`src/rtl/repeat_nfa_pkg.sv`:
```
// Shared constants and element mode encodings for the repeat_nfa_chain matcher.
package repeat_nfa_pkg;

    localparam int unsigned DEFAULT_DEPTH = 8;
    localparam int unsigned DEFAULT_PW    = 8;

    typedef enum logic [1:0] {
        MODE_LIT     = 2'b00,
        MODE_ANY     = 2'b01,
        MODE_REP     = 2'b10,
        MODE_LIT_ALT = 2'b11
    } mode_e;

endpackage

```
`src/rtl/repeat_nfa_elem.sv`:
```
// One NFA element: programmable char/mode plus its active flop.
// REPEAT_NFA_MATCH_CNT_EN additionally exports the pre-edge next-state of act.
module repeat_nfa_elem
    import repeat_nfa_pkg::*;
#(
    parameter int unsigned PW = DEFAULT_PW
) (
    input  logic          clk,
    input  logic          reset_n,
    input  logic          wr,
    input  logic          clr,
    input  logic          adv,
    input  logic [PW-1:0] cfg_char,
    input  logic [1:0]    cfg_mode,
    input  logic [PW-1:0] payload,
    input  logic          prev_act,
    output logic          act
`ifdef REPEAT_NFA_MATCH_CNT_EN
    ,
    output logic          act_nxt
`endif
);

    logic [PW-1:0] chr;
    mode_e         mode;
    logic          hit;
    logic          act_d;

    assign hit = (mode == MODE_ANY) || (payload == chr);

    // A repeat element may keep itself alive; every element needs a hit on this byte.
    always_comb begin
        act_d = act;
        if (clr) begin
            act_d = 1'b0;
        end else if (adv) begin
            act_d = (prev_act || ((mode == MODE_REP) && act)) && hit;
        end
    end

    always_ff @(posedge clk or negedge reset_n) begin
        if (!reset_n) begin
            chr  <= '0;
            mode <= MODE_LIT;
            act  <= 1'b0;
        end else begin
            act <= act_d;
            if (wr) begin
                chr  <= cfg_char;
                mode <= mode_e'(cfg_mode);
            end
        end
    end

`ifdef REPEAT_NFA_MATCH_CNT_EN
    assign act_nxt = act_d;
`endif

endmodule

```
`src/rtl/repeat_nfa_chain.sv`:
```
// Chain of DEPTH NFA elements matching a programmable pattern with repeat/any-char.
// REPEAT_NFA_MATCH_CNT_EN adds cnt_clr and a saturating 16-bit match_cnt.
module repeat_nfa_chain
    import repeat_nfa_pkg::*;
#(
    parameter int unsigned DEPTH = DEFAULT_DEPTH,
    parameter int unsigned PW    = DEFAULT_PW
) (
    input  logic                       clk,
    input  logic                       reset_n,
    input  logic                       en,
    input  logic                       payload_valid,
    input  logic [PW-1:0]              payload,
    input  logic                       cfg_we,
    input  logic [$clog2(DEPTH)-1:0]   cfg_addr,
    input  logic [PW-1:0]              cfg_char,
    input  logic [1:0]                 cfg_mode,
    input  logic [$clog2(DEPTH):0]     cfg_len,
`ifdef REPEAT_NFA_MATCH_CNT_EN
    input  logic                       cnt_clr,
    output logic [15:0]                match_cnt,
`endif
    output logic                       match
);

    localparam int unsigned AW = $clog2(DEPTH);
    localparam int unsigned LW = AW + 1;

    logic [DEPTH-1:0] act;
`ifdef REPEAT_NFA_MATCH_CNT_EN
    logic [DEPTH-1:0] act_nxt;
    logic             match_nxt;
`endif

    for (genvar k = 0; k < DEPTH; k++) begin : g_elem
        logic prev;
        if (k == 0) begin : g_head
            assign prev = en;
        end else begin : g_link
            assign prev = act[k-1];
        end

        repeat_nfa_elem #(.PW(PW)) u_elem (
            .clk      (clk),
            .reset_n  (reset_n),
            .wr       (cfg_we && (cfg_addr == AW'(k))),
            .clr      (cfg_we),
            .adv      (payload_valid),
            .cfg_char (cfg_char),
            .cfg_mode (cfg_mode),
            .payload  (payload),
            .prev_act (prev),
            .act      (act[k])
`ifdef REPEAT_NFA_MATCH_CNT_EN
            ,
            .act_nxt  (act_nxt[k])
`endif
        );
    end

    // Out-of-range lengths (0 or > DEPTH) never equal any i+1, so match stays 0.
    always_comb begin
        match = 1'b0;
        for (int unsigned i = 0; i < DEPTH; i++) begin
            if (cfg_len == LW'(i + 1)) match = act[i];
        end
    end

`ifdef REPEAT_NFA_MATCH_CNT_EN
    always_comb begin
        match_nxt = 1'b0;
        for (int unsigned i = 0; i < DEPTH; i++) begin
            if (cfg_len == LW'(i + 1)) match_nxt = act_nxt[i];
        end
    end

    always_ff @(posedge clk or negedge reset_n) begin
        if (!reset_n) begin
            match_cnt <= '0;
        end else if (cnt_clr) begin
            match_cnt <= '0;
        end else if (match_nxt && (match_cnt != '1)) begin
            match_cnt <= match_cnt + 16'd1;
        end
    end
`endif

endmodule

```
`config.mk`:
```
export PLATFORM = sky130hd
export DESIGN_NAME = repeat_nfa_chain
export DESIGN_NICKNAME = d
export VERILOG_FILES = /design/src/rtl/repeat_nfa_pkg.sv /design/src/rtl/repeat_nfa_elem.sv /design/src/rtl/repeat_nfa_chain.sv
export SDC_FILE = /design/constraint.sdc
export NUM_CORES = 1
export LEC_CHECK = 0
export CORE_MARGIN = 1.5
export CORE_UTILIZATION = 46
export DETAILED_ROUTE_END_ITERATION = 6
export PLACE_DENSITY = 0.72
export SYNTH_ARGS = -nofsm -noshare
export SYNTH_HDL_FRONTEND = slang
export SYNTH_SLANG_ARGS = --single-unit
export TNS_END_PERCENT = 1
```
`constraint.sdc`:
```
create_clock -name clk -period 1.2 [get_ports clk]
set_input_delay 0.18 -clock clk [delete_from_list [all_inputs] [get_ports clk]]
set_output_delay 0.18 -clock clk [all_outputs]
set_load 0.1 [all_outputs]
```
==> qor.yml, run 1 <==
syn_area_um2: 4430
fin_area_um2: 5550
power.density_nw_per_um2: 1390
p_leak_nw: 2.27
antenna_found_initial: 0
grt_start_max_net_pins: 25
synth.avg_cell_area_um2: 13.3
worstSetupPathType: "reg -> out"
ctsLongestPathBuffers: 2
dieArea_um2: 10200
netlist_instances: 334
clkLatencyLatePin_ns: 0.36
worstPathRequired_ns: 1.02
cts_sinks: 88
post_dp_cell_area_um2: 5300
violations: "negative setup slack"
ir_drop_mv: 0.867
finClkSkew_ns: 0.00696
finalCritPeriodShare_pct: 153
core_um2: 9280
num_rows: 35
antenna_left: 0
clk_pin_slew_ns: 0.09
status: "finished, violations left"
hp-class: "in -> async"
max_freq_mhz: 545
start_kind: "flop"
portBuffers: 30
fp.dieH_um: 101
crit_arrival_ns: 1.65
tightest_slew_ns: 0.368
final_cell_mix: "88 x dfrtp_1, 80 x mux2_2, 64 x xnor2_1"
cts_made_buffers: 9
cts_root_buf: "clkbuf_8"
routed_via_density: 5.22
drc: 0
ys_seq_area_share_pct: 49.7
first_iter_violations: 105
syn_nets: 364
worst-path-max-fanout: 2
die_w_um: 101
grt_pass1_wl_um: 15400
boundaryPins: 31
r2r_setup_slack_ns: -0.02
drv_cap: 0
grt_use_total_pct: 20.4
setup_ws_ns: -0.634
synth_cell_types: 31
vias: 2837
preCtsSetupSlack_ns: -0.703
htreeDepth: 3
critPathCaptureType: "output pin"
maxSlewViolCount: 0
fin_nets: 439
setup_viol: 3
final_common_cell: "dfrtp_1"
slew_headroom_pct: 75.5
start_util_pct: 47.8
hpwl_um: 6820
gp_congestion: 0.862
grt_overflow: 0
cts_tree: "built"
yosysWarnings: 0
layout-drive-gt1-share_pct: 39.1
period_needed_ns: 1.83
grt_pass1_vias: 3011
area_growth_pct: 25.2
synth_seq_cells: 88
wire_per_inst_um: 17.4
diodes: 0
hold_violations: 0
wl_um: 9430
grt_setup_unrepaired: "true"
first_pass_iters: 4
## worst paths after layout
kind,from,to,depth (start not counted)
worst max-delay path,g_elem[1].u_elem.act$_DFFE_PN0P_,match,4
worst min register to register,g_elem[5].u_elem.mode[1]$_DFFE_PN0P_,g_elem[5].u_elem.mode[1]$_DFFE_PN0P_,1
max in group asynchronous,reset_n,g_elem[5].u_elem.chr[3]$_DFFE_PN0P_,3
min in group clk,cfg_we,g_elem[4].u_elem.act$_DFFE_PN0P_,3
worst max register to register,g_elem[2].u_elem.act$_DFFE_PN0P_,g_elem[2].u_elem.act$_DFFE_PN0P_,5
worst min-delay path,reset_n,g_elem[6].u_elem.chr[5]$_DFFE_PN0P_,2
## stage by stage
| step | hold slack (ns) | total power, W | cells | TNS, ns | util (%) |
|---|---|---|---|---|---|
| finish | 0.276 | 0.00774 | 543 | -0.655 | 59.8 |
| floorplan | -0.116 | 0.00514 | 334 | -0.935 | - |
| detailed placement | 0.123 | 0.00576 | 523 | -51.18 | 57.1 |
| global placement | 0.122 | 0.00568 | 523 | -49.40 | 57.1 |
| CTS | 0.269 | 0.00782 | 543 | -0.675 | 59.6 |
| global route | 0.279 | 0.00815 | 543 | -0.912 | 59.8 |
## where the power goes
group / switching [W] / total (W) / internal [W] / leakage [nW]
Clock: 0.00108 / 0.00205 / 0.000966 / 0.0998
Sequential: 0.000392 / 0.00395 / 0.00356 / 1.07
Combinational: 0.000649 / 0.00174 / 0.00109 / 1.10
Total: 0.00212 / 0.00774 / 0.00562 / 2.27
## what timing repair did
action                                  in CTS  in global routing
pin swaps                                    1                  0
buffers inserted                             3                  0
gates resized for setup                      7                  7
hold buffers                                 1                  0
endpoints found under the setup margin      89                 38
endpoints found under the hold margin       21                  0
## sequential cells by signal (all words and copies together), names as in the netlist
name,flops
g_elem.u_elem.chr,64
g_elem.u_elem.mode,16
g_elem.u_elem.act,8
## final cells by class
class	count	area, um2
well taps	129	161
multi-input cells	226	2150
clock inverters	7	70.1
flip-flops and latches	88	2200
inverters	1	3.75
fillers	781	3730
clock buffers	9	124
repair buffers	83	846
## critical path: stages, from the launching register on
cell     delay [ns]
dfrtp_1        0.39
mux2i_1        0.08
mux4_2         0.48
o21ai_4        0.16
buf_12         0.19
## layer usage
layer  wire length, um  vias to the layer above  global-route usage (%)  part of all wire (%)
li1                  -                     1349                       -                     -
met1              4390                     1421                    27.3                    47
met2              4600                       55                    33.3                    49
met3               286                       12                    3.80                   3.0
met4               158                        0                    7.48                   1.7
met5                 0                        -                       0                     0
## kinds of logic (layout without fill, tap and decap cells)
kind of cell    Yosys count  count (layout)  synth area share (%)
compound gates           25              25                  4.15
xor+xnor                 64              64                  12.6
buf+inv                  20             100                  2.71
flops                    88              88                  49.7
mux                      84              84                  21.5
simple gates             53              53                  9.34
## cell usage after synthesis, drive strengths merged
library cell	instances	area [um2]
dfrtp	88	2200
mux2	80	901
xnor2	64	561
buf	17	105
nand4b	10	87.6
nand4	9	71.3
and3b	8	70.1
nand2b	8	57.6
nand3	8	40.0
o211ai	8	60.1
a21o	7	52.6
o31ai	7	52.6
mux2i	3	30.0
nand2	3	13.8
clkbuf	2	11.3
nor3	2	32.5
nor3b	2	15.0
a21oi	1	5.00
and2b	1	7.51
and4b	1	10.0
inv	1	3.75
mux4	1	22.5
nor4b	1	8.76
o21ai	1	5.00
o32ai	1	8.76
No activity file was read; power rests on OpenSTA's default activity.
==> inputs of run 2 (changes only) <==
--- a/config.mk
+++ b/config.mk
@@ -5,6 +5,7 @@
 export SDC_FILE = /design/constraint.sdc
 export NUM_CORES = 1
 export LEC_CHECK = 0
+export CAP_MARGIN = 40
 export CORE_MARGIN = 1.5
 export CORE_UTILIZATION = 46
 export DETAILED_ROUTE_END_ITERATION = 6
==> results of run 2 <==
No change in the layout: final DEF, timing and power equal those of run 1.
